===== config.mk =====
export PLATFORM = sky130hd
export DESIGN_NAME = cipher_buffer
export DESIGN_NICKNAME = d
export VERILOG_FILES = /design/src/rtl/ascon_pack.sv /design/src/rtl/sync_fifo.sv /design/src/rtl/cipher_buffer.sv
export SDC_FILE = /design/constraint.sdc
export NUM_CORES = 1
export LEC_CHECK = 0
export ABC_AREA = 1
export CAP_MARGIN = 10
export CORE_MARGIN = 2
export CORE_UTILIZATION = 50
export DETAILED_ROUTE_END_ITERATION = 8
export GPL_TIMING_DRIVEN = 0
export PLACE_DENSITY = 0.88
export SYNTH_ARGS = -nofsm -noshare
export SYNTH_HDL_FRONTEND = slang
export SYNTH_SLANG_ARGS = --single-unit

===== constraint.sdc =====
create_clock -name clock_i -period 4 [get_ports clock_i]
set_input_delay 0.8 -clock clock_i [delete_from_list [all_inputs] [get_ports clock_i]]
set_output_delay 0.8 -clock clock_i [all_outputs]
set_load 0.05 [all_outputs]

===== src/rtl/ascon_pack.sv =====
// Shared types and helpers for the ASCON output datapath.
// The byte mask is built MSB-first so byte 0 lands in the top byte of the rate.
package ascon_pack;

    localparam int CIPHER_BUF_DEPTH_DEFAULT = 4;
    localparam int STATE_WORDS              = 5;
    localparam int WORD_W                   = 64;
    localparam int MAX_RATE_WORDS           = 2;
    localparam int MAX_DATA_W               = WORD_W * MAX_RATE_WORDS;

    typedef logic [STATE_WORDS-1:0][WORD_W-1:0] type_state;

    // The mask sits in the low rate_words*64 bits; byte k is set when k < nbytes.
    function automatic logic [MAX_DATA_W-1:0] rate_byte_mask(
        input int unsigned nbytes,
        input int unsigned rate_words
    );
        logic [MAX_DATA_W-1:0] mask;
        mask = '0;
        for (int unsigned k = 0; k < MAX_DATA_W / 8; k++) begin
            if (k < rate_words * 8) begin
                mask = {mask[MAX_DATA_W-9:0], (k < nbytes) ? 8'hFF : 8'h00};
            end
        end
        return mask;
    endfunction

endpackage


===== src/rtl/sync_fifo.sv =====
// Generic show-ahead FIFO with an explicit occupancy counter.
// A push into a full FIFO is accepted only when a pop frees a slot in the same cycle.
module sync_fifo
    import ascon_pack::*;
#(
    parameter  int WIDTH = 8,
    parameter  int DEPTH = CIPHER_BUF_DEPTH_DEFAULT,
    localparam int PTR_W = (DEPTH > 1) ? $clog2(DEPTH) : 1,
    localparam int CNT_W = $clog2(DEPTH + 1)
) (
    input  logic             clock_i,
    input  logic             resetb_i,
    input  logic             clear_i,
    input  logic             push_i,
    input  logic [WIDTH-1:0] wdata_i,
    input  logic             pop_i,
    output logic [WIDTH-1:0] rdata_o,
    output logic [CNT_W-1:0] count_o,
    output logic             full_o,
    output logic             empty_o
);

    logic [WIDTH-1:0] mem_q [DEPTH];
    logic [PTR_W-1:0] wrPtr_q, wrPtr_d;
    logic [PTR_W-1:0] rdPtr_q, rdPtr_d;
    logic [CNT_W-1:0] count_q, count_d;
    logic             wrEn;
    logic             rdEn;

    assign full_o  = (count_q == CNT_W'(DEPTH));
    assign empty_o = (count_q == '0);
    assign rdEn    = pop_i & ~empty_o & ~clear_i;
    assign wrEn    = push_i & (~full_o | rdEn) & ~clear_i;

    always_comb begin
        wrPtr_d = wrPtr_q;
        rdPtr_d = rdPtr_q;
        count_d = count_q;
        if (clear_i) begin
            wrPtr_d = '0;
            rdPtr_d = '0;
            count_d = '0;
        end else begin
            if (wrEn) begin
                wrPtr_d = wrPtr_q + PTR_W'(1);
            end
            if (rdEn) begin
                rdPtr_d = rdPtr_q + PTR_W'(1);
            end
            case ({wrEn, rdEn})
                2'b10:   count_d = count_q + CNT_W'(1);
                2'b01:   count_d = count_q - CNT_W'(1);
                default: count_d = count_q;
            endcase
        end
    end

    always_ff @(posedge clock_i or negedge resetb_i) begin
        if (!resetb_i) begin
            wrPtr_q <= '0;
            rdPtr_q <= '0;
            count_q <= '0;
        end else begin
            wrPtr_q <= wrPtr_d;
            rdPtr_q <= rdPtr_d;
            count_q <= count_d;
        end
    end

    always_ff @(posedge clock_i or negedge resetb_i) begin
        if (!resetb_i) begin
            for (int i = 0; i < DEPTH; i++) begin
                mem_q[i] <= '0;
            end
        end else if (wrEn) begin
            mem_q[wrPtr_q] <= wdata_i;
        end
    end

    // Stale storage is hidden once drained so consumers always see zero when empty.
    assign rdata_o = empty_o ? '0 : mem_q[rdPtr_q];
    assign count_o = count_q;

endmodule


===== src/rtl/cipher_buffer.sv =====
// Ciphertext output stage: captures the ASCON rate, masks partial blocks and queues them.
// Outputs come only from FIFO storage, so state_i/enable_i never reach the host combinationally.
module cipher_buffer
    import ascon_pack::*;
#(
    parameter  int RATE_WORDS = 2,
    parameter  int DEPTH      = CIPHER_BUF_DEPTH_DEFAULT,
    localparam int DATA_W     = 64 * RATE_WORDS,
    localparam int NB_W       = $clog2(DATA_W / 8) + 1,
    localparam int CNT_W      = $clog2(DEPTH + 1)
) (
    input  logic              clock_i,
    input  logic              resetb_i,
    input  logic              clear_i,
    input  logic              enable_i,
    input  type_state         state_i,
    input  logic [NB_W-1:0]   nbytes_i,
    input  logic              last_i,
    output logic [DATA_W-1:0] cipher_o,
    output logic [NB_W-1:0]   cipher_nbytes_o,
    output logic              cipher_last_o,
    output logic              cipher_valid_o,
    input  logic              cipher_ready_i,
    output logic [CNT_W-1:0]  count_o,
    output logic              full_o,
    output logic              empty_o,
    output logic              overflow_o
);

    typedef struct packed {
        logic [DATA_W-1:0] data;
        logic [NB_W-1:0]   nbytes;
        logic              last;
    } entry_t;

    localparam int ENTRY_W = $bits(entry_t);
    localparam logic [NB_W-1:0] MAX_BYTES = NB_W'(DATA_W / 8);

    logic [DATA_W-1:0]     rateWord;
    logic [NB_W-1:0]       nbClamped;
    logic [MAX_DATA_W-1:0] maskWide;
    entry_t                pushEntry;
    entry_t                headEntry;
    logic                  popReq;
    logic                  fifoFull;
    logic                  fifoEmpty;
    logic                  overflow_q, overflow_d;

    always_comb begin
        rateWord = '0;
        for (int w = 0; w < RATE_WORDS; w++) begin
            rateWord[64*w +: 64] = state_i[w];
        end
    end

    assign nbClamped = (nbytes_i > MAX_BYTES) ? MAX_BYTES : nbytes_i;
    assign maskWide  = rate_byte_mask({{(32-NB_W){1'b0}}, nbClamped}, RATE_WORDS);

    always_comb begin
        pushEntry        = '0;
        pushEntry.data   = rateWord & maskWide[DATA_W-1:0];
        pushEntry.nbytes = nbClamped;
        pushEntry.last   = last_i;
    end

    assign popReq = ~fifoEmpty & cipher_ready_i;

    sync_fifo #(
        .WIDTH (ENTRY_W),
        .DEPTH (DEPTH)
    ) u_fifo (
        .clock_i  (clock_i),
        .resetb_i (resetb_i),
        .clear_i  (clear_i),
        .push_i   (enable_i),
        .wdata_i  (pushEntry),
        .pop_i    (popReq),
        .rdata_o  (headEntry),
        .count_o  (count_o),
        .full_o   (fifoFull),
        .empty_o  (fifoEmpty)
    );

    // A drop happens only when full and no pop frees a slot in the same cycle.
    always_comb begin
        overflow_d = overflow_q;
        if (clear_i) begin
            overflow_d = 1'b0;
        end else if (enable_i && fifoFull && !popReq) begin
            overflow_d = 1'b1;
        end
    end

    always_ff @(posedge clock_i or negedge resetb_i) begin
        if (!resetb_i) begin
            overflow_q <= 1'b0;
        end else begin
            overflow_q <= overflow_d;
        end
    end

    assign cipher_o        = headEntry.data;
    assign cipher_nbytes_o = headEntry.nbytes;
    assign cipher_last_o   = headEntry.last;
    assign cipher_valid_o  = ~fifoEmpty;
    assign full_o          = fifoFull;
    assign empty_o         = fifoEmpty;
    assign overflow_o      = overflow_q;

endmodule


* Word-level counts from Yosys, hierarchy flattened *
Index checks and enable logic that the tools add are counted.

storage, ports and cells
  bits in registers = 544
  bits of input ports = 331
  output and inout port bits = 141
  word-level logic and storage cells = 88

operators by class
  add/sub/neg operators = 4
  $lt $le $gt $ge = 20
  eq/ne operators = 3
  muxes and demuxes = 32
  bitwise gates (word level) = 12
  reduce and logical (&&, ||, !) cells = 9

operators by type and width
  cell                                                                           number
  536-bit bitwise mux                                                            1
  134-bit two-way mux                                                            4
  134-bit binary-select mux with 2-bit select                                    1
  134-bit demux with 2-bit select                                                1
  128-bit bitwise AND                                                            1
  8-bit two-way mux                                                              16
  4-bit by 5-bit less-than comparator with 1-bit output (first input constant)   8
  3-bit by 5-bit less-than comparator with 1-bit output (first input constant)   4
  1-bit by 5-bit less-than comparator with 1-bit output (first input constant)   2
  2-bit by 5-bit less-than comparator with 1-bit output (first input constant)   2
  2-bit two-way mux                                                              4
  3-bit greater-or-equal comparator (second input constant)                      2
  2-bit NOT with 3-bit output                                                    2
  3-bit case mux with 2 select lines                                             1
  2-bit nonzero test                                                             3
  1-bit bitwise AND                                                              5
  5-bit greater-than comparator (second input constant)                          1
  5-bit two-way mux                                                              1
  2-bit by 1-bit adder with 2-bit output (second input constant)                 2
  3-bit by 1-bit adder with 3-bit output (second input constant)                 1
  3-bit equality test (second input constant)                                    1
  1-bit logical AND                                                              3
  3-bit logical NOT                                                              1
  3-bit by 1-bit less-than comparator with 1-bit output (second input constant)  1
  9 further kinds                                                                12

* Longest topological paths before layout *
Gate-level depths: netlist of the first run.

  depth after elaboration = 11
  mapped depth = 13
  depth with buffers taken out = 13

* Cells and area by module *
A second synthesis of the first run with hierarchy kept.

unflattened totals
  cell total of the unflattened synthesis = 3725
  area total of the unflattened synthesis = 27622.7 sq um

modules (own cells, without submodules)
  module         instances  cells an instance  area each (sq um)  seq. area each (sq um)
  sync_fifo      1          3430               26384.1            13588.0
  cipher_buffer  1          295                1238.7             25.0

* Worst setup path before layout of the first run *
No wires, ideal clock.

  path kind = register to output
  start = register u_fifo.count_q[2] (netlist: u_fifo.count_o[2])
  end = output cipher_o[118]
  arrival time = 2.697 ns
  required time = 3.200 ns
  slack = 0.503 ns
  cell stages (with the launch flop) = 6
  path buffers = 1
  cell sequence = dfrtp_1 -> inv_1 -> nand2_1 -> inv_2 -> clkbuf_1 -> a21oi_1

on the way
  word-level cells in the longest chain between the ends = 2

RTL lines
  what                    RTL line             text
  start, declared         sync_fifo.sv:26      logic [CNT_W-1:0] count_q, count_d;
  start signal, assigned  sync_fifo.sv:66      count_q <= count_d;
  3-bit logical NOT       sync_fifo.sv:31      assign empty_o = (count_q == '0);
  net empty_o             cipher_buffer.sv:26  output logic empty_o,
  134-bit two-way mux     sync_fifo.sv:81      assign rdata_o = empty_o ? '0 : mem_q[rdPtr_q];
  end, declared           cipher_buffer.sv:19  output logic [DATA_W-1:0] cipher_o,

The timed path passes the listed nets, and every way through them passes these cells.

* Final worst setup path of the first run *
  start = register u_fifo.rdPtr_q[0]
  end = output cipher_o[7]

on the way
  word-level cells in the longest chain between the ends = 5

RTL lines
  what                                                     RTL line         text
  start, declared                                          sync_fifo.sv:25  logic [PTR_W-1:0] rdPtr_q, rdPtr_d;
  start signal, assigned                                   sync_fifo.sv:65  rdPtr_q <= rdPtr_d;
  2-bit NOT with 3-bit output (not written as such)        sync_fifo.sv:81
  134-bit binary-select mux with 2-bit select              sync_fifo.sv:81
  134-bit two-way mux (not written as such) (2 in series)  sync_fifo.sv:81
  134-bit two-way mux                                      sync_fifo.sv:81

Every way passes these cells. The select of a mux whose other input is x is not followed.

==> flow_summary.toml, run 1 <==
[status]
outcome = "complete, no violations"

[routing]
drc_errors = 0
via_count = 24260
drtPass1Iterations = 6
drtIter0Drc = 3003
vias_per_cell = 5.75
ant_nets = 0
routed_wl_mm = 82.4
wl_per_cell_um = 19.5

[sta]
rsz0062_at_grt = "no"
fmax_mhz = 251
setup_viol = 0
worstMarginPinSlew_ns = 1.04
hold_viol_final = 0
setup_slack_ns = 0.0133
hold_slack_ns = 0.158
finalCritPeriodShare = 0.997
layout_min_cycle_time_ns = 3.99
finalClockSkew_ns = 0.00947
relSlewSlack = 0.302
report.final.slew_viol_count = 0

[worst_setup_path]
required_ns = 3.20
path_class = "flip-flop to output port"
critPathCaptureType = "output port"
path_max_fanout = 10
cp.arrival_ns = 3.19
start_kind = "flip-flop"

[yosys]
synth_compound_area_frac = 0.168
syn_area_um2 = 24800
synthAdderAreaFrac = 0.00283
synth_top_family_by_area = "simple AND/OR/NAND/NOR gates"
synth_cell_types = 22
ys_seq_elements = 544
synthMuxAreaShare = 0
synth_xor_area_frac = 0
synth_fp_nets = 3505
netlist_instances = 3169
synth-simple-area-share = 0.231
ys_warn_count = 0
post_synth.cell_area_avg_um2 = 7.83
ys_seq_area_frac = 0.549

[layout]
layout-drive-gt1-share = 0.0946
syn2layout_area_growth_pct = 21.7
seq_area_um2 = 13600
fillerInstances = 4103
finalNetCount = 3844
final_cell_area_um2 = 30200
multi_input_area_um2 = 9970
fin_cells = 4218

[clock_network]
cts_sinks = 544
cts_tree = "yes"
htree_levels = 2
post_cts_buffers = 0
root_buffer = "clkbuf_16"
ctsHoldBuffers = 0
numCtsBuffers = 55
path_clk_slew_ns = 0.06
insertion_delay_ns = 0.61
clock_path_buffers = 3

[power_and_ir_drop]
p_comb_frac = 0.379
intPower_uw = 13000
seqPwrFrac = 0.372
power.leakage_uw = 0.0146
p_switching_uw = 9180
ir_worst_vdd_mv = 0.440
pwr_density_cell_nw_per_um2 = 733
p_clk_frac = 0.249
sw_frac_of_total = 0.415

[die]
fp.dieH_um = 227
die_width_um = 227
ios = 472
die-area_um2 = 51400
core_um2 = 49000
initial_core_util = 0.507
rows = 81

[place]
dp_slack_ns = -0.245
port_buffers = 278
placed_area_um2 = 28500
dp_hpwl_mm = 54.7
dpl.cell_count = 4115
gp_congestion = 0.900

[min_path]
hold_class = "input port to async pin"

[global_routing]
grt_pass1_wl_mm = 129
antenna_found_initial = 3
grt_max_degree = 124
track_usage = 0.324
grt.overflow.total = 0
grt_pass1_vias = 23412

[run]
cap_violations = 0
## area by class of cell
type,instances,area share
Antenna cell,1,0.0000829
Inverter,61,0.00758
Sequential cell,544,0.451
Multi-Input combinational cell,2342,0.330
Clock inverter,17,0.00800
Timing Repair Buffer,282,0.0860
Buffer,222,0.0339
Clock buffer,85,0.0560
Tap cell,664,0.0275
## routing by layer
metal  global-route usage  routed length (um)  vias up
met5                    0                  13        -
met4                0.154                3770        2
met3               0.0850                9870      245
met2                0.482               36300     1467
met1                0.442               32400    11642
li1                     -                   -    10904
## metrics by stage
| step | util | total power [uW] | TNS (ns) |
|---|---|---|---|
| CTS | 0.621 | 22100 | 0 |
| finish | 0.617 | 22100 | 0 |
| floorplan | - | 13900 | 0 |
| global placement | 0.580 | 16700 | - |
| global route | 0.617 | 23300 | 0 |
| detailed placement | 0.583 | 16900 | -8.52 |
## kinds of logic after synthesis
family | Yosys count
flip-flops | 544
AND/OR/NAND/NOR | 1512
buffers and inverters | 283
adder cells (fa/ha/maj) | 5
AO/OA/AOI/OAI | 825
## worst max-delay path, cell delays in order, from the launching register on
cell and delay [ns]:
dfrtp_1 0.35, buf_2 0.23, inv_2 0.24, clkbuf_4 0.41, clkbuf_1 0.42, o21ai_0 0.22
a21oi_1 0.28, clkdlybuf4s15_2 0.42
## registers in the layout, summed over array words and instances (netlist names)
name,count
u_fifo.rdPtr_q,2
u_fifo.count_o,3
overflow_o,1
u_fifo.mem_q,536
u_fifo.wrPtr_q,2
## final timing paths
check	cells past startpoint	start	end	slack (ns)
min	1	resetb_i	u_fifo.mem_q[349]$_DFFE_PN0P_	0.16
min in group clock_i	2	u_fifo.mem_q[98]$_DFFE_PN0P_	u_fifo.mem_q[98]$_DFFE_PN0P_	0.47
max	7	u_fifo.rdPtr_q[0]$_DFFE_PN0P_	cipher_o[7]	0.01
max reg2reg	7	u_fifo.count_o[0]$_DFFE_PN0P_	u_fifo.mem_q[383]$_DFFE_PN0P_	1.63
max in group asynchronous	3	resetb_i	u_fifo.mem_q[18]$_DFFE_PN0P_	2.26
min reg2reg	2	u_fifo.mem_q[98]$_DFFE_PN0P_	u_fifo.mem_q[98]$_DFFE_PN0P_	0.47
## power groups by stage
stage                     clock (uW)  sequential (uW)  combinational (uW)
after global placement             0             8230                8440
after floorplan                    0             8060                5830
final                           5510             8240                8380
after global routing            5760             8440                9120
after detailed placement           0             8250                8650
after CTS                       5510             8190                8370
## cell usage in the layout, fill, tap and decap left out, types with 12 or more instances in the layout
master,n
clkbuf_2,62
o21ai_0,355
clkdlybuf4s15_2,18
clkbuf_8,16
clkbuf_16,57
clkbuf_1,62
inv_2,12
nor2_1,568
a21oi_1,137
clkdlybuf4s50_1,142
buf_2,127
o21ai_1,326
buf_1,29
dlygate4sd2_1,59
inv_1,49
dfrtp_1,544
nand2_1,915
## Yosys cell counts (all sizes together)
library cell  number  share of area
nor2             577          0.088
ha                 4         0.0020
nand2            916           0.14
a31oi              2        0.00076
clkbuf            64         0.0097
nand4             10         0.0025
inv               61         0.0092
dfrtp            544           0.55
buf              158          0.030
a21oi            137          0.028
nor3               1        0.00020
fa                 1        0.00081
nand3              8         0.0016
o21ai            685           0.14
o211ai             1        0.00050
## timing repair
item                                    4_1_cts  5_1_grt
pin swaps                                     0        0
endpoints found under the hold margin         0        0
endpoints found under the setup margin      135       94
resized for setup                           200      114
No activity file was read; power rests on OpenSTA's default activity.
==> inputs of run 2 (changes only) <==
--- a/config.mk
+++ b/config.mk
@@ -9,8 +9,10 @@
 export CAP_MARGIN = 10
 export CORE_MARGIN = 2
 export CORE_UTILIZATION = 50
+export CTS_CLUSTER_SIZE = 30
 export DETAILED_ROUTE_END_ITERATION = 8
 export GPL_TIMING_DRIVEN = 0
+export HOLD_SLACK_MARGIN = 0.05
 export PLACE_DENSITY = 0.88
 export SYNTH_ARGS = -nofsm -noshare
 export SYNTH_HDL_FRONTEND = slang
==> results of run 2 <==
Final layout, timing and power as in run 1 (identical DEF).
